File: config.mk
export PLATFORM = sky130hd
export DESIGN_NAME = m_fetch_sequencer
export DESIGN_NICKNAME = d
export VERILOG_FILES = /design/src/rtl/m_fetch_sequencer.sv
export SDC_FILE = /design/constraint.sdc
export NUM_CORES = 1
export LEC_CHECK = 0
export CAP_MARGIN = 20
export CORE_UTILIZATION = 35
export DETAILED_ROUTE_END_ITERATION = 8
export DONT_BUFFER_PORTS = 1
export GPL_TIMING_DRIVEN = 1
export PLACE_DENSITY = 0.62
export SYNTH_ARGS = -nofsm -noshare
export SYNTH_HDL_FRONTEND = slang
export SYNTH_SLANG_ARGS = --single-unit
File: constraint.sdc
create_clock -name clk -period 1.95 [get_ports clk]
set_clock_uncertainty 0.2 [all_clocks]
set_input_delay 0.39 -clock clk [delete_from_list [all_inputs] [get_ports clk]]
set_output_delay 0.39 -clock clk [all_outputs]
set_load 0.1 [all_outputs]
File: src/rtl/m_fetch_sequencer.sv
// m_fetch_sequencer: multi-cycle fetch controller driving the PC register.
// Cycles FETCH -> HOLD -> UPDATE, squashes words that a branch or jump
// redirect has overtaken, and forces the panic vector when memory stays
// silent for too long.
// Optional build macro: FETCH_PERF_CNT_EN adds delivered/squashed word counters.
module m_fetch_sequencer #(
  parameter int TIMEOUT_CYCLES = 16,
  parameter int TMO_W          = 5
) (
  input  logic        clk,
  input  logic        reset,
  input  logic [31:0] pc_in,
  output logic        imem_req,
  output logic [31:0] imem_addr,
  input  logic        imem_ack,
  input  logic [31:0] imem_rdata,
  output logic        instr_valid,
  output logic [31:0] instr,
  input  logic        instr_ready,
  input  logic        redirect_branch,
  input  logic        redirect_jump,
  output logic        pc_update,
  output logic [1:0]  pc_sel,
  output logic        panic_out
`ifdef FETCH_PERF_CNT_EN
  ,
  output logic [31:0] perf_fetch_cnt,
  output logic [31:0] perf_squash_cnt
`endif
);

  localparam logic [1:0] ST_FETCH  = 2'd0;
  localparam logic [1:0] ST_HOLD   = 2'd1;
  localparam logic [1:0] ST_UPDATE = 2'd2;

  localparam logic [1:0] SEL_SEQ   = 2'b00;
  localparam logic [1:0] SEL_BR    = 2'b01;
  localparam logic [1:0] SEL_JMP   = 2'b10;
  localparam logic [1:0] SEL_PANIC = 2'b11;

  localparam logic [TMO_W-1:0] TMO_LAST = TMO_W'(TIMEOUT_CYCLES - 1);

  logic [1:0]       state;
  logic [1:0]       state_nx;
  logic [TMO_W-1:0] tmo_cnt;
  logic [TMO_W-1:0] tmo_cnt_nx;
  logic             pend_vld;
  logic             pend_vld_nx;
  logic [1:0]       pend_sel;
  logic [1:0]       pend_sel_nx;
  logic [1:0]       sel_nx;
  logic             panic_nx;
  logic             capture;
  logic             deliver;
  logic             squash;

  // Live redirect decode: branch wins when both pulse together.
  logic       live_redir;
  logic [1:0] live_sel;
  logic       redir_any;
  logic [1:0] redir_sel;
  logic       rec_vld;
  logic [1:0] rec_sel;

  assign live_redir = redirect_branch | redirect_jump;
  assign live_sel   = redirect_branch ? SEL_BR : SEL_JMP;
  assign redir_any  = pend_vld | live_redir;
  assign redir_sel  = pend_vld ? pend_sel : live_sel;
  // First recorded redirect holds; later pulses are dropped until consumed.
  assign rec_vld    = pend_vld | live_redir;
  assign rec_sel    = pend_vld ? pend_sel : live_sel;

  assign imem_addr  = imem_req ? pc_in : 32'h0000_0000;

  // Next-state, redirect latch and timeout decisions for the fetch sequence.
  always_comb begin
    state_nx    = state;
    tmo_cnt_nx  = tmo_cnt;
    pend_vld_nx = pend_vld;
    pend_sel_nx = pend_sel;
    sel_nx      = SEL_SEQ;
    panic_nx    = 1'b0;
    capture     = 1'b0;
    deliver     = 1'b0;
    squash      = 1'b0;
    case (state)
      ST_FETCH: begin
        if (imem_req) begin
          if (imem_ack) begin
            if (redir_any) begin
              state_nx    = ST_UPDATE;
              sel_nx      = redir_sel;
              pend_vld_nx = 1'b0;
              pend_sel_nx = SEL_SEQ;
              squash      = 1'b1;
            end else begin
              state_nx = ST_HOLD;
              capture  = 1'b1;
            end
          end else if (tmo_cnt == TMO_LAST) begin
            // Panic flushes everything, including any recorded redirect.
            state_nx    = ST_UPDATE;
            sel_nx      = SEL_PANIC;
            panic_nx    = 1'b1;
            pend_vld_nx = 1'b0;
            pend_sel_nx = SEL_SEQ;
          end else begin
            tmo_cnt_nx  = tmo_cnt + TMO_W'(1);
            pend_vld_nx = rec_vld;
            pend_sel_nx = rec_sel;
          end
        end else begin
          // First cycle after reset: request not yet raised.
          pend_vld_nx = rec_vld;
          pend_sel_nx = rec_sel;
        end
      end
      ST_HOLD: begin
        if (redir_any) begin
          state_nx    = ST_UPDATE;
          sel_nx      = redir_sel;
          pend_vld_nx = 1'b0;
          pend_sel_nx = SEL_SEQ;
          squash      = 1'b1;
        end else if (instr_ready) begin
          state_nx = ST_UPDATE;
          sel_nx   = SEL_SEQ;
          deliver  = 1'b1;
        end else begin
          state_nx = ST_HOLD;
        end
      end
      ST_UPDATE: begin
        state_nx   = ST_FETCH;
        tmo_cnt_nx = '0;
        if (pc_sel == SEL_PANIC) begin
          pend_vld_nx = 1'b0;
          pend_sel_nx = SEL_SEQ;
        end else begin
          pend_vld_nx = rec_vld;
          pend_sel_nx = rec_sel;
        end
      end
      default: begin
        state_nx   = ST_FETCH;
        tmo_cnt_nx = '0;
      end
    endcase
  end

  // State registers and registered outputs decoded from the next state.
  always_ff @(posedge clk) begin
    if (reset) begin
      state       <= ST_FETCH;
      tmo_cnt     <= '0;
      pend_vld    <= 1'b0;
      pend_sel    <= SEL_SEQ;
      imem_req    <= 1'b0;
      instr_valid <= 1'b0;
      instr       <= 32'h0000_0000;
      pc_update   <= 1'b0;
      pc_sel      <= SEL_SEQ;
      panic_out   <= 1'b0;
    end else begin
      state       <= state_nx;
      tmo_cnt     <= tmo_cnt_nx;
      pend_vld    <= pend_vld_nx;
      pend_sel    <= pend_sel_nx;
      imem_req    <= (state_nx == ST_FETCH);
      instr_valid <= (state_nx == ST_HOLD);
      pc_update   <= (state_nx == ST_UPDATE);
      pc_sel      <= (state_nx == ST_UPDATE) ? sel_nx : SEL_SEQ;
      panic_out   <= panic_nx;
      if (capture) begin
        instr <= imem_rdata;
      end else begin
        instr <= instr;
      end
    end
  end

`ifdef FETCH_PERF_CNT_EN
  // Delivered and squashed word counters, wrapping modulo 2^32.
  always_ff @(posedge clk) begin
    if (reset) begin
      perf_fetch_cnt  <= 32'd0;
      perf_squash_cnt <= 32'd0;
    end else begin
      perf_fetch_cnt  <= perf_fetch_cnt + {31'd0, deliver};
      perf_squash_cnt <= perf_squash_cnt + {31'd0, squash};
    end
  end
`endif

endmodule

* Yosys cells after proc, flatten, opt, wreduce, memory -nomap -nowiden
Index checks and enable logic that the tools add are counted.
Operators by class: bitwise gates (word level) 6, equal/unequal tests 9, add/sub/neg operators 1, reductions and logical operators 6, mux-type cells 36
Operators by type and width (number):
- 2-to-1 mux 2 bit | 17
- 2-to-1 mux 32 bit | 1
- 2-to-1 mux 5 bit | 3
- 2-to-1 mux 1 bit | 10
- case mux 5 bit (2 select lines) | 1
- case mux 2 bit (2 select lines) | 2
- == test 2 bit, second input constant | 3
- inequality test 2 bit, second input constant | 3
- case mux 2 bit (3 select lines) | 1
- adder 5 x 1 -> 5 bit, second input constant | 1
- == test 5 x 4 -> 1 bit, second input constant | 1
- == test 2 x 1 -> 1 bit, second input constant | 2
- zero test 2 bit | 2
- inverter 1 bit | 4
- AND reduction 4 bit | 1
- OR reduction 4 bit | 1
- case mux 1 bit (3 select lines) | 1
- nonzero test 3 bit | 1
- OR 1 bit | 2
- OR reduction 2 bit | 1
Storage, ports and cells: word-level logic and storage cells 68, input port bits 70, flip-flop bits (word level) 48

* Logic depth before layout (Yosys ltp)
Gate-level depths: netlist of the first run.
depth after elaboration 9, mapped depth 8, depth with buffers taken out 7

* Worst setup path after synthesis of the first run
OpenSTA, ideal clock, no wires.
path kind reg-to-output, from register imem_req, to output port imem_addr[10], arrival 2214 ps, path slack -854 ps, stages on the path, launching flop included 4, required time 1360 ps, cells stage by stage dfxtp_1 > buf_2 > clkbuf_1 > and2_1
On the way: longest elaborated chain between the ends 1
RTL lines:
- start, declared | RTL line 13 | output logic imem_req,
- start signal, assigned | RTL line 169 | imem_req <= (state_nx == ST_FETCH);
- 2-to-1 mux 32 bit | RTL line 73 | assign imem_addr = imem_req ? pc_in : 32'h0000_0000;
- end, declared | RTL line 14 | output logic [31:0] imem_addr,
Every way passes these cells.

* Worst setup path in the final report of the first run
from register tmo_cnt[0], to register tmo_cnt[3]
On the way: longest elaborated chain between the ends 5
RTL lines:
- start, declared | RTL line 45 | logic [TMO_W-1:0] tmo_cnt;
- start signal, assigned | RTL line 166 | tmo_cnt <= tmo_cnt_nx;
- adder 5 x 1 -> 5 bit | RTL line 108 | tmo_cnt_nx = tmo_cnt + TMO_W'(1);
- 2-to-1 mux 5 bit | RTL line 100 | end else if (tmo_cnt == TMO_LAST) begin
- 2-to-1 mux 5 bit | RTL line 89 | if (imem_ack) begin
- 2-to-1 mux 5 bit | RTL line 88 | if (imem_req) begin
- case mux 5 bit (2 select lines) | RTL line 86 | case (state)
Parallel ways exist; a longest one is shown, timed or not. The select of a mux whose other input is x is not followed. A chain may end at the register's enable or synchronous reset.

==> impl_metrics.py, run 1 <==
metrics = {
    "run_status": {
        "status": "complete, no violations",
    },
    "detailed_routing": {
        "drc": 0,
        "via_count": 1899,
        "first_iter_violations": 88,
        "routed_wl_um": 5340,
        "firstDrtPassIters": 4,
        "routedWlPerCell_um": 13.5,
        "ant_nets": 0,
        "wl_met1_um": 2480,
        "wl_met3_um": 296,
        "routed_via_density": 4.81,
        "wl_met2_um": 2540,
        "top_layer_used": "met4",
    },
    "timing": {
        "min_period_over_period": 0.997,
        "fmax_mhz": 515,
        "setup_tns_ns": 0,
        "hold_viol_final": 0,
        "slew_headroom": 0.727,
        "setup_viol": 0,
        "rsz0062_at_grt": "yes",
        "worst_pin_slew_ns": 0.410,
        "slew_viol_final": 0,
        "min_period_ns": 1.94,
    },
    "synthesis": {
        "avgSynthCellArea_um2": 7.99,
        "yosysTopAreaCell": "dfxtp_1",
        "ys_warn_count": 0,
        "synthTopCellsByCount": "nand2_1 (67), dfxtp_1 (48), a21oi_1 (35), and2_1 (33), nor2_1 (15)",
        "synth-edff-count": 0,
        "synth_ff_type": "dfxtp_1",
        "ys_types": 35,
        "synth_most_common_cell": "nand2_1",
        "yosys-top-cells-area": "dfxtp_1 (44%), nand2_1 (12%), and2_1 (9.5%)",
        "syn-num-nets": 348,
        "async_flop_share": 0,
        "synth-seq-area-share": 0.442,
        "yosysTopAreaCellShare": 0.442,
        "syn_area_mm2": 0.00217,
        "ys_seq_elements": 48,
        "syn-instance-count": 272,
    },
    "clock_network": {
        "clk_pin_slew_worst_paths_ns": 0.09,
        "cts_sinks": 48,
        "clock_latency_ns": 0.29,
        "h-tree-depth": 2,
        "clk_path_buf_depth": 2,
        "cts_inserted_buffers": 5,
        "tritoncts": "done",
        "cts_root_buf": "clkbuf_8",
    },
    "setup_path": {
        "crit_path_end_kind": "flip-flop",
        "crit_path_start_kind": "flip-flop",
        "max_stage_delay_ns": 0.35,
        "cp_slowest_cell": "dfxtp_2",
        "path_common_cell": "ha_4",
        "crit_chain": "ha_4 > and3_4 > ha_4 > nor4b_4 > buf_4 > nand4_1 > xor2_1 > nor3_1",
        "cp_max_fo": 4,
        "r2r-start": "tmo_cnt[0]",
        "critPathKind": "flip-flop to flip-flop",
        "crit_family": "simple AND/OR/NAND/NOR gates",
        "arrival_ns": 1.96,
        "cp-startpoint": "tmo_cnt[0]",
        "critPathBufInv": 1,
        "cp.required_ns": 1.97,
    },
    "cells_and_area": {
        "syn2layout_area_growth_pct": 32.7,
        "drive_above_1_share": 0.375,
        "fin_cells": 395,
        "fillCellCount": 582,
        "finalNetCount": 395,
        "stdcell_area_mm2": 0.00289,
        "n_antenna_cell": 0,
        "fin_util": 0.485,
    },
    "pwr": {
        "power_leakage_uw": 0.00117,
        "power_uw": 2780,
        "vdd_drop_max_mv": 0.768,
        "power.density_mw_per_mm2": 964,
    },
    "global_route": {
        "track_usage": 0.156,
        "grt_max_degree": 43,
        "grt_pass1_wl_um": 7880,
        "grt_pass1_vias": 1593,
        "antenna_found_initial": 0,
        "globalRouteOverflowTotal": 0,
    },
    "worst_hold_path": {
        "holdCritStartpoint": "imem_rdata[30]",
        "hold_path_class": "input pin to flip-flop",
    },
    "floorplan": {
        "die_area_mm2": 0.00653,
        "row_count": 28,
        "io_pins": 140,
        "core_mm2": 0.00596,
        "start_util": 0.365,
        "die_h_um": 80.8,
        "die_w_um": 80.8,
    },
    "place": {
        "dp_cells": 381,
        "dpl_cell_area_mm2": 0.00268,
        "gp_congestion": 0.762,
        "dp_hpwl_um": 3830,
        "portBuffers": 0,
    },
    "job": {
        "cap_violations": 0,
    },
}
==> stage by stage <==
step	setup slack, ns	hold WS [ns]
floorplan	-0.0398	0.238
global placement	-0.130	0.237
detailed placement	-0.246	0.241
CTS	0.00123	0.00856
global route	-0.150	0.00725
finish	0.00649	0.0229
==> flip-flops by register name (all words and copies together) (netlist names) <==
| register | count |
|---|---|
| pc_update | 1 |
| pc_sel | 2 |
| imem_req | 1 |
| instr | 32 |
| pend_vld | 1 |
| panic_out | 1 |
| tmo_cnt | 5 |
| instr_valid | 1 |
| state | 2 |
| pend_sel | 2 |
==> timing repair <==
item	CTS	global route
pin swaps	1	6
hold buffers	1	0
hold endpoints to repair	42	0
buffers inserted	1	4
resized for setup	10	8
endpoints found under the setup margin	47	11
==> worst paths after layout <==
kind | endpoint | slack (ns) | depth (start not counted)
max | tmo_cnt[3] | 0.006 | 8
min | instr[30] | 0.02 | 2
max reg2reg | tmo_cnt[3] | 0.006 | 8
min reg2reg | instr[31] | 0.26 | 2
==> per-layer routing <==
layer	up-vias	track usage
li1	978	-
met1	871	0.201
met2	48	0.255
met3	2	0.0404
met4	0	0.0482
met5	-	0
==> power by group <==
group | internal (uW) | switching [uW] | total (uW)
registers | 1020 | 25.5 | 1040
clock network | 250 | 325 | 575
logic | 257 | 907 | 1160
==> cell usage in the layout, fill, tap and decap left out, types with 3 or more instances in the layout <==
cell type and instances:
dfxtp_1 45, and2_2 3, nand2_1 66, o21ai_0 5
nand2_2 5, ha_1 4, nor2_1 14, nor3_1 5
buf_12 4, buf_4 51, inv_1 7, a21oi_1 34
clkbuf_8 5, and2_4 30
==> area by class of cell <==
type | count | area, um^2 | area share
clock inverters | 3 | 18.8 | 0.00650
well taps | 75 | 93.8 | 0.0325
repair buffers | 56 | 478 | 0.166
flip-flops and latches | 48 | 967 | 0.335
clock buffers | 5 | 68.8 | 0.0238
multi-input cells | 201 | 1230 | 0.427
inverters | 7 | 26.3 | 0.00910
==> kinds of logic (layout without fill, tap and decap cells) <==
family	Yosys count	after routing	synth area share
AND/OR/NAND/NOR	141	141	0.318
flip-flops	48	48	0.442
adder cells (fa/ha/maj)	6	6	0.0345
XOR/XNOR	2	2	0.00806
AO/OA/AOI/OAI	50	50	0.131
buffers and inverters	23	71	0.0558
multiplexers	2	2	0.0104
Note: power is estimated with default switching activity, not from simulation.
==> inputs of run 2 (changes only) <==
--- a/config.mk
+++ b/config.mk
@@ -7,10 +7,11 @@
 export LEC_CHECK = 0
 export CAP_MARGIN = 20
 export CORE_UTILIZATION = 35
+export CTS_CLUSTER_SIZE = 25
 export DETAILED_ROUTE_END_ITERATION = 8
 export DONT_BUFFER_PORTS = 1
 export GPL_TIMING_DRIVEN = 1
-export PLACE_DENSITY = 0.62
+export PLACE_DENSITY = 0.5
 export SYNTH_ARGS = -nofsm -noshare
 export SYNTH_HDL_FRONTEND = slang
 export SYNTH_SLANG_ARGS = --single-unit
==> impl_metrics.py, run 2 (synthesis results as in run 1) <==
metrics = {
    "run_status": {
        "status": "complete, no violations",
    },
    "detailed_routing": {
        "ant_nets": 0,
        "wl_met3_um": 382,
        "routed_wl_um": 5480,
        "routedWlPerCell_um": 13.9,
        "drc": 0,
        "routed_via_density": 4.81,
        "first_iter_violations": 49,
        "wl_met1_um": 2410,
        "firstDrtPassIters": 4,
        "via_count": 1894,
        "wl_met2_um": 2670,
        "top_layer_used": "met4",
    },
    "job": {
        "cap_violations": 0,
    },
    "place": {
        "dp_cells": 384,
        "portBuffers": 0,
        "dp_hpwl_um": 3850,
        "gp_congestion": 0.759,
    },
    "worst_hold_path": {
        "hold_path_class": "input pin to flip-flop",
        "whs_endpoint": "instr[29]",
        "min_path_cells": 2,
        "holdCritStartpoint": "imem_rdata[29]",
    },
    "global_route": {
        "antenna_found_initial": 0,
        "globalRouteOverflowTotal": 0,
        "track_usage": 0.158,
        "grt_pass1_vias": 1612,
        "grt_pass1_wl_um": 7910,
        "grt_max_degree": 43,
    },
    "pwr": {
        "power_uw": 2840,
        "power.density_mw_per_mm2": 977,
        "power_leakage_uw": 0.00117,
        "vdd_drop_max_mv": 0.905,
    },
    "setup_path": {
        "r2r_cells": 8,
        "crit_path_end_kind": "flip-flop",
        "critPathKind": "flip-flop to flip-flop",
        "r2r_setup_slack_ns": 0.05,
        "arrival_ns": 1.92,
        "cp_max_fo": 4,
        "cp.required_ns": 1.98,
        "r2r-start": "tmo_cnt[0]",
        "crit_path_start_kind": "flip-flop",
        "r2r-end": "tmo_cnt[2]",
    },
    "timing": {
        "slew_headroom": 0.778,
        "hold_ws_ns": 0.0162,
        "rsz0062_at_grt": "yes",
        "min_period_over_period": 0.972,
        "setup_viol": 0,
        "hold_viol_final": 0,
        "fmax_mhz": 528,
        "min_period_ns": 1.90,
        "slew_viol_final": 0,
        "worst_pin_slew_ns": 0.334,
    },
    "cells_and_area": {
        "largest_reg_flops": 32,
        "drive_above_1_share": 0.373,
        "syn2layout_area_growth_pct": 33.8,
        "fillCellCount": 588,
        "finalNetCount": 394,
        "mostFrequentLayoutCells": "nand2_1 (66), buf_4 (49), dfxtp_1 (44)",
        "fin_util": 0.488,
        "multi_input_area_mm2": 0.00124,
        "top_register": "instr",
        "final_common_cell": "nand2_1",
        "fin_cells": 394,
        "top_regs": "instr: 32 flops, tmo_cnt: 5 flops",
        "seqCellArea_um2": 968,
        "n_antenna_cell": 0,
    },
    "clock_network": {
        "cts_root_buf": "clkbuf_8",
        "tritoncts": "done",
        "cts_inserted_buffers": 5,
        "clock_latency_ns": 0.30,
        "cts_sinks": 48,
        "clk_pin_slew_worst_paths_ns": 0.09,
        "clk_path_buf_depth": 2,
        "h-tree-depth": 2,
    },
    "floorplan": {
        "die_area_mm2": 0.00653,
        "start_util": 0.365,
        "row_count": 28,
        "core_mm2": 0.00596,
        "die_w_um": 80.8,
        "die_h_um": 80.8,
        "io_pins": 140,
    },
}
run 2: final cells by class:
type | count | share of cell area
clock inverter | 2 | 0.00473
sequential | 48 | 0.333
inverter | 7 | 0.00903
timing repair buffer | 55 | 0.166
multi-input combinational | 201 | 0.427
tap | 75 | 0.0323
clock buffer | 6 | 0.0284
run 2: where the power goes:
part           internal, uW  switching [uW]
sequential             1020            24.0
clock                   289             342
combinational           259             910
run 2: layer usage:
metal | up-vias | global-route usage
li1 | 972 | -
met1 | 846 | 0.193
met2 | 74 | 0.271
met3 | 2 | 0.0393
met4 | 0 | 0.0482
met5 | - | 0
run 2: repair_timing:
item,in CTS,in global routing
resized for setup,10,10
hold buffers,1,0
pin swaps,4,7
endpoints found under the hold margin,42,0
endpoints found under the setup margin,45,45
buffers inserted,1,1
cloned,0,0
run 2: worst max-delay path, cell delays in order (launching register included):
cell and delay, ns:
dfxtp_2 0.35, ha_4 0.16, and3_4 0.18, ha_4 0.17
nor4b_4 0.29, buf_4 0.18, nand2_2 0.05, xor2_1 0.13
nor3_1 0.12
run 2: how the worst max path moves through the flow:
stage,from,to,slack (ns),cells after the start
floorplan,imem_req,imem_addr[10],-0.04,3
global placement,tmo_cnt[0],state[0],-0.10,8
detailed placement,tmo_cnt[0],pc_sel[0],-0.16,7
CTS,tmo_cnt[1],state[0],0.002,8
global route,tmo_cnt[0],tmo_cnt[2],-0.01,8
finish,tmo_cnt[0],tmo_cnt[2],0.05,8
run 2: through the flow:
stage	TNS (ns)	instance area, um^2	setup slack [ns]
detailed placement	-0.983	2710	-0.160
CTS	0	2880	0.00156
global placement	-0.527	2710	-0.101
finish	0	2910	0.0549
floorplan	-1.32	2260	-0.0398
global route	-0.0160	2910	-0.0135
==> inputs of run 3 (changes only) <==
--- a/config.mk
+++ b/config.mk
@@ -6,12 +6,12 @@
 export NUM_CORES = 1
 export LEC_CHECK = 0
 export CAP_MARGIN = 20
-export CORE_UTILIZATION = 35
+export CORE_UTILIZATION = 38
 export CTS_CLUSTER_SIZE = 25
 export DETAILED_ROUTE_END_ITERATION = 8
 export DONT_BUFFER_PORTS = 1
 export GPL_TIMING_DRIVEN = 1
-export PLACE_DENSITY = 0.5
+export PLACE_DENSITY = 0.53
 export SYNTH_ARGS = -nofsm -noshare
 export SYNTH_HDL_FRONTEND = slang
 export SYNTH_SLANG_ARGS = --single-unit
==> impl_metrics.py, run 3 (synthesis results as in run 1) <==
metrics = {
    "run_status": {
        "status": "complete, no violations",
    },
    "detailed_routing": {
        "firstDrtPassIters": 4,
        "wl_met2_um": 2750,
        "routed_via_density": 4.89,
        "wl_met1_um": 2260,
        "first_iter_violations": 77,
        "top_layer_used": "met4",
        "wl_met3_um": 399,
        "via_count": 1970,
        "ant_nets": 0,
        "routed_wl_um": 5450,
        "routedWlPerCell_um": 13.5,
        "drc": 0,
    },
    "place": {
        "portBuffers": 0,
        "dp_hpwl_um": 3710,
        "gp_congestion": 0.810,
        "dpl_cell_area_mm2": 0.00268,
    },
    "floorplan": {
        "die_w_um": 77.6,
        "core_mm2": 0.00551,
        "die_h_um": 77.6,
        "io_pins": 140,
        "die_area_mm2": 0.00603,
        "start_util": 0.395,
        "row_count": 27,
    },
    "cells_and_area": {
        "top_regs": "instr: 32 flops, tmo_cnt: 5 flops",
        "largest_reg_flops": 32,
        "finalNetCount": 406,
        "fillCellCount": 518,
        "stdcell_area_mm2": 0.00300,
        "drive_above_1_share": 0.353,
        "mostFrequentLayoutCells": "nand2_1 (67), buf_4 (50), dfxtp_1 (45)",
        "syn2layout_area_growth_pct": 37.8,
        "final_common_cell": "nand2_1",
        "n_antenna_cell": 0,
        "top_register": "instr",
        "seqCellArea_um2": 967,
        "multi_input_area_mm2": 0.00123,
    },
    "clock_network": {
        "cts_root_buf": "clkbuf_8",
        "cts_sinks": 48,
        "cts_inserted_buffers": 5,
        "h-tree-depth": 2,
        "clock_latency_ns": 0.30,
        "tritoncts": "done",
        "clk_pin_slew_worst_paths_ns": 0.09,
        "clk_path_buf_depth": 2,
    },
    "global_route": {
        "antenna_found_initial": 0,
        "globalRouteOverflowTotal": 0,
        "track_usage": 0.169,
        "grt_max_degree": 43,
        "grt_pass1_wl_um": 7990,
        "grt_pass1_vias": 1624,
    },
    "setup_path": {
        "critPathKind": "flip-flop to flip-flop",
        "crit_path_start_kind": "flip-flop",
        "crit_cells": 8,
        "cp_max_fo": 3,
        "crit_family": "simple AND/OR/NAND/NOR gates",
        "crit_chain": "ha_4 > and3_4 > ha_4 > nor4b_4 > buf_4 > nand2_1 > xor2_1 > nor3_1",
        "crit_path_end_kind": "flip-flop",
        "critPathBufInv": 1,
        "max_stage_delay_ns": 0.35,
        "arrival_ns": 1.96,
        "cp_slowest_cell": "dfxtp_1",
        "path_common_cell": "ha_4",
        "r2r_cells": 8,
        "cp.required_ns": 1.98,
    },
    "worst_hold_path": {
        "hold_path_class": "input pin to flip-flop",
        "min_path_cells": 2,
    },
    "job": {
        "cap_violations": 0,
    },
    "timing": {
        "min_period_ns": 1.93,
        "hold_viol_final": 0,
        "fmax_mhz": 518,
        "slew_headroom": 0.764,
        "rsz0062_at_grt": "yes",
        "setup_viol": 0,
        "min_period_over_period": 0.991,
        "hold_ws_ns": 0.0164,
        "worst_pin_slew_ns": 0.351,
        "slew_viol_final": 0,
    },
    "pwr": {
        "power_uw": 2850,
        "power.density_mw_per_mm2": 952,
        "power_leakage_uw": 0.00121,
        "vdd_drop_max_mv": 0.701,
    },
}
## run 3: changes by cell type in the layout (fill, tap and decap cells not counted), moves of 2 or more
cell	before	now
nor2_2	0	2
dlygate4sd3_1	0	12
nor2_1	15	13
buf_12	5	3
## run 3: path summary, 6_finish.rpt
kind,startpoint,to,slack (ns)
worst max-delay path,tmo_cnt[0],tmo_cnt[2],0.02
worst min register to register,instr[12],instr[12],0.26
worst min-delay path,imem_rdata[2],instr[2],0.02
worst max register to register,tmo_cnt[0],tmo_cnt[2],0.02
## run 3: routing by layer
layer,GRT usage,up-vias
met2,0.290,82
met3,0.0565,4
met5,0,-
met4,0.0491,0
li1,-,998
met1,0.199,886
## run 3: final cells by class
cell class / instances / area share
multi-input cells: 201 / 0.412
flip-flops and latches: 48 / 0.323
repair buffers: 67 / 0.194
well taps: 72 / 0.0301
clock buffers: 6 / 0.0276
inverters: 7 / 0.00877
clock inverters: 2 / 0.00459
## run 3: where the power goes
part | switching, uW | leakage (uW) | internal (uW)
Clock | 345 | 0.0000477 | 289
Sequential | 24.4 | 0.000390 | 1020
Combinational | 909 | 0.000771 | 268
## run 3: metrics by stage
| stage | setup WS (ns) | TNS [ns] | cells | utilization |
|---|---|---|---|---|
| final | 0.0183 | 0 | 403 | 0.544 |
| after detailed placement | -0.193 | -1.05 | 380 | 0.486 |
| after global routing | -0.0698 | -0.540 | 403 | 0.544 |
| after floorplan | -0.0398 | -1.32 | 272 | - |
| after CTS | 0.00322 | 0 | 389 | 0.509 |
| after global placement | -0.203 | -1.12 | 380 | 0.486 |
## run 3: repair_timing
item	CTS	global route
pin swaps	3	8
endpoints found under the hold margin	42	12
setup endpoints to repair	47	51
resized for setup	5	13
hold buffers	1	12
buffers inserted	0	2
==> RTL change 1, RTL diff (config.mk and constraints of run 2) <==
The option `FETCH_PERF_CNT_EN` is turned on by a define.
--- a/src/rtl/m_fetch_sequencer.sv
+++ b/src/rtl/m_fetch_sequencer.sv
@@ -3,6 +3,8 @@
 // redirect has overtaken, and forces the panic vector when memory stays
 // silent for too long.
 // Optional build macro: FETCH_PERF_CNT_EN adds delivered/squashed word counters.
+`define FETCH_PERF_CNT_EN
+
 module m_fetch_sequencer #(
   parameter int TIMEOUT_CYCLES = 16,
   parameter int TMO_W          = 5
Check against the original RTL (old outputs only; new: perf_fetch_cnt and perf_squash_cnt): equivalent (Yosys induction, for registers that start in step).
==> RTL change 1 against run 2 <==
The flow now finishes with violations (hold timing, setup timing); worst setup slack worse by 620 ps; area after synthesis increased by 140%; total power grew 100%; final area grew to 2.8 times the old value; hold slack got worse by 130 ps; clock power rose to 3.0 times the old value; sequential cell count rose by 64; routed wire length rose to 3.0 times the old value; critical path type unchanged; critical endpoint is now perf_squash_cnt[29].
==> RTL change 1: results (changes against run 2) <==
- Status: finished with violations (was finished, final reports clean)
- Failing checks: hold timing, setup timing
- Root buffer cell: clkbuf_16 (was clkbuf_8)
- Slew HR: 0.7668 (was 0.7777)
- Setup TNS: -22570 ps (was 0 ps)
- Largest net degree at the start of global routing: 109 (was 43)
- Final hold slack: -114.3 ps (was 16.22 ps)
- Fin. Hold Viols: 105 (was 0)
- Met2 GRT Util: 0.3652 (was 0.2706)
- First-pass GRT wire length: 24660 um (was 7907 um)
- Detailed Route WL: 16430 um (was 5481 um)
- Biggest regs: instr x32, perf_fetch_cnt x32, perf_squash_cnt x32 (was instr x32, tmo_cnt x5)
- Commonest cells in the synthesized netlist: 112 x dfxtp_1, 92 x nand2_1, 74 x a21oi_1, 38 x nor2_1, 35 x and2_1 (was 67 x nand2_1, 48 x dfxtp_1, 35 x a21oi_1, 33 x and2_1, 15 x nor2_1)
- Post-synthesis mux area share: 0.006574 (was 0.01036)
- Vias: 5269 (was 1894)
- Post-layout nets: 874 (was 394)
- Avg Vias per Cell: 5.388 (was 4.807)
- Worst R2R Path Depth: 9 (was 8)
- Hold path cells: 1 (was 2)
- Filler cell count: 1209 (was 588)
- Slowest cell on crit path: or3_4 (was dfxtp_2)
- Number of DRC markers in iteration 0: 288 (was 49)
- Worst Setup EP: perf_squash_cnt[29] (was tmo_cnt[2])
- Final count of negative-setup-slack endpoints: 86 (was 0)
- # resized after CTS: 72 (was 10)
- Cells after Synth: 621 (was 272)
- Worst setup startpoint: state[1] (was tmo_cnt[0])
- Total CTS buffers: 9 (was 5)
- Placed Area: 6857 um^2 (was 2711 um^2)
- Vias in the first global route: 4976 (was 1612)
- Syn nets: 702 (was 348)
- Worst-Skew Late Latency: 360 ps (was 300 ps)
- DP Cell Count: 925 (was 384)
- Synth area leaders: dfxtp_1 44%, a21oi_1 7.2%, nand2_1 6.7%, and2_1 4.3%, o31ai_1 3.5% (was dfxtp_1 44%, nand2_1 12%, and2_1 9.5%, a21oi_1 8.1%, ha_1 3.5%)
- Share of layout cells above drive strength 1: 0.5238 (was 0.3730)
- Worst setup margin: -565.3 ps (was 54.94 ps)
- Synth Area in Compound Gates: 0.1463 (was 0.1312)
- GPL Wtd Cong: 0.7745 (was 0.7591)
- Critical Path AT: 2610 ps (was 1920 ps)
- Synth cell types: 46 (was 35)
- Critical path fanouts, max: 5 (was 4)
[RTL change 1: changes by cell type in the layout (fill, tap and decap cells not counted), moves of 22 or more]
| cell | run 2 | this run |
|---|---|---|
| nand2_1 | 66 | 90 |
| a21oi_2 | 1 | 26 |
| buf_4 | 49 | 165 |
| nor2_1 | 15 | 37 |
| or4_4 | 0 | 23 |
| dfxtp_2 | 3 | 32 |
[RTL change 1: report_power, final]
part           switching, W  internal [W]  total [W]
sequential        0.0000334       0.00230    0.00234
combinational       0.00102      0.000467    0.00148
clock              0.000914       0.00100    0.00191
total               0.00196       0.00377    0.00573
[RTL change 1: metal layers]
metal  wire (um)  vias up  share of wire
met5           0        -              0
met4         363        0          0.022
met3         849       33          0.052
met1        6891     2517           0.42
li1            -     2555              -
met2        8320      164           0.51
[RTL change 1: layout make-up]
cell class	instances	share of cell area
sequential	112	0.2883
clock inverter	7	0.008556
clock buffer	9	0.02750
timing repair buffer	196	0.2121
tap	180	0.02750
multi-input combinational	461	0.4295
inverter	13	0.006570
==> RTL change 2, RTL diff (config.mk and constraints of run 2) <==
Made on the original files. `TMO_W`: 5 -> 6.
--- a/src/rtl/m_fetch_sequencer.sv
+++ b/src/rtl/m_fetch_sequencer.sv
@@ -5,7 +5,7 @@
 // Optional build macro: FETCH_PERF_CNT_EN adds delivered/squashed word counters.
 module m_fetch_sequencer #(
   parameter int TIMEOUT_CYCLES = 16,
-  parameter int TMO_W          = 5
+  parameter int TMO_W          = 6
 ) (
   input  logic        clk,
   input  logic        reset,
Check against the original RTL: same outputs for any inputs over 10 cycles, from zero or initial values and one cycle with reset high; that may be too few to reach the edited logic, so the function may still have changed.
==> RTL change 2 against run 2 <==
Hold slack got worse by 4.2 ps; routed wire length rose by 7.5%; sequential cell count rose by 1; final area rose by 4.3%; global-route usage rose by 1.1 points; worst setup slack got worse by 53 ps; cell count rose by 3.6%; area after synthesis rose by 1.2%; clock power rose by 8.2%; total power rose by 0.98%; largest cell class unchanged; sequential share of layout area fell by 0.64 points; combinational power fell by 3%.
==> RTL change 2: results (changes against run 2) <==
- Status: finished, final reports clean (unchanged)
- Slew HR: 0.5957 (was 0.7777)
- Total track usage: 0.1688 (was 0.1578)
- First-pass GRT wire length: 8418 um (was 7907 um)
- Avg Vias per Cell: 5.022 (was 4.807)
- Post-synthesis sequential area ratio: 0.4460 (was 0.4419)
- Max Buffers Root-to-Sink: 2 (unchanged)
- Largest net degree at the start of global routing: 42 (was 43)
- Htree depth: 2 (unchanged)
- Synth warn: 0 (unchanged)
- Biggest regs: instr x32, tmo_cnt x6 (was instr x32, tmo_cnt x5)
- Antenna diode count: 0 (unchanged)
- Clock-pin slew on the worst setup and hold paths: 90 ps (about the same)
- Number of DRC markers in iteration 0: 92 (was 49)
- Commonest cells in the synthesized netlist: 73 x nand2_1, 49 x dfxtp_1, 38 x a21oi_1, 34 x and2_1, 15 x clkbuf_1 (was 67 x nand2_1, 48 x dfxtp_1, 35 x a21oi_1, 33 x and2_1, 15 x nor2_1)
- Main synth FF type: dfxtp_1 (unchanged)
- I/O Buffers: 0 (unchanged)
- Syn nets: 356 (was 348)
- Post-layout nets: 407 (was 394)
- Post-place setup slack: -57.18 ps (was -159.8 ps)
- Share of layout cells above drive strength 1: 0.3634 (was 0.3730)
- DP Cell Count: 392 (was 384)
- Worst-Skew Late Latency: 300 ps (about the same)
- Hold Path Class: in -> reg (unchanged)
- Total gr overflow: 0 (unchanged)
- Syn_area_per_cell: 7.828 um^2 (was 7.995 um^2)
- Root buffer cell: clkbuf_8 (unchanged)
- Detailed Route WL: 5891 um (was 5481 um)
- DRT Pass-1 Iters: 4 (unchanged)
- Synth area leaders: dfxtp_1 45%, nand2_1 12%, and2_1 9.7%, a21oi_1 8.6%, ha_1 2.8% (was dfxtp_1 44%, nand2_1 12%, and2_1 9.5%, a21oi_1 8.1%, ha_1 3.5%)
- CTS tree: yes (unchanged)
- Critical Path AT: 1980 ps (was 1920 ps)
- Leakage: 1.196 nW (was 1.170 nW)
- Vias in the first global route: 1816 (was 1612)
- Vias: 2049 (was 1894)
- Post-DP HPWL: 4018 um (was 3850 um)
- Ys async rst share: 0 (unchanged)
- Initial antenna violation count: 0 (unchanged)
- Total CTS buffers: 5 (unchanged)
- Synth cell types: 36 (was 35)
- Critical path fanouts, max: 5 (was 4)
- GPL Wtd Cong: 0.8554 (was 0.7591)
- Max IR drop VDD: 0.5683 mV (was 0.9053 mV)
## RTL change 2: cell count changes in the layout (fill, tap and decap cells not counted), sizes merged, moves of 2 or more
| cell | change |
|---|---|
| a21boi | -2 |
| a21oi | +3 |
| buf | +3 |
| dlygate4sd3 | +5 |
| nand2 | +2 |
| nand3 | +2 |
| nor2 | -6 |
| nor3 | -4 |
| o21ai | +2 |
| o32ai | +3 |
| or2 | -2 |
| or3 | +2 |
| or4 | +2 |
| xor2 | -2 |
## RTL change 2: cells by family (layout without fill, tap and decap cells)
family / Yosys count / after routing / synth area share
buffers and inverters: 26 / 78 / 0.04949
adders and majority gates: 5 / 5 / 0.02844
AOI/OAI and AO/OA: 64 / 64 / 0.1763
muxes: 2 / 2 / 0.009670
and+or+nand+nor: 135 / 135 / 0.2901
DFF: 49 / 49 / 0.4460
## RTL change 2: power breakdown
| group | leakage (nW) | internal, W | switching [W] |
|---|---|---|---|
| registers | 0.399 | 0.00104 | 0.0000227 |
| clock network | 0.0536 | 0.000334 | 0.000349 |
| logic | 0.743 | 0.000266 | 0.000861 |
| total | 1.20 | 0.00164 | 0.00123 |
## RTL change 2: final timing paths
| kind | from | endpoint | slack, ps | cells past startpoint |
|---|---|---|---|---|
| max | tmo_cnt[5] | pc_update | 2 | 4 |
| min | imem_rdata[28] | instr[28] | 10 | 2 |
| max reg2reg | tmo_cnt[5] | pc_update | 2 | 4 |
| min reg2reg | instr[15] | instr[15] | 260 | 2 |
## RTL change 2: through the flow
step	setup TNS (ps)	instance area, um^2	total power [W]
2_1_floorplan	-792.4	2292	0.002020
4_1_cts	-93.88	2888	0.002843
3_3_place_gp	-114.0	2750	0.002138
5_1_grt	-476.5	3035	0.002993
3_5_place_dp	-143.2	2750	0.002143
6_report	0	3035	0.002871
## RTL change 2: repair_timing
| action | CTS | global route |
|---|---|---|
| endpoints found under the hold margin | 41 | 4 |
| hold buffers | 2 | 4 |
| buffers inserted | 0 | 2 |
| setup endpoints to repair | 7 | 43 |
| pin swaps | 1 | 2 |
| gates resized for setup | 1 | 21 |
## RTL change 2: layout make-up
type	count	area (um^2)
multi-input combinational	206	1275
inverter	7	26.28
sequential	49	991.0
timing repair buffer	63	543.0
tap	75	93.84
fill	591	2955
clock buffer	7	97.59
clock inverter	1	8.758
## RTL change 2: worst max-delay path, stage by stage (launching register included)
cell,delay (ps)
dfxtp_1,360
nor2_1,470
a311oi_1,210
a2111o_1,490
nor2_1,150
## RTL change 2: per-layer routing
layer | track usage | share of wire
met1 | 0.2017 | 0.41
met4 | 0.06071 | 0.0093
met3 | 0.06292 | 0.095
met5 | 0 | 0
met2 | 0.2750 | 0.48
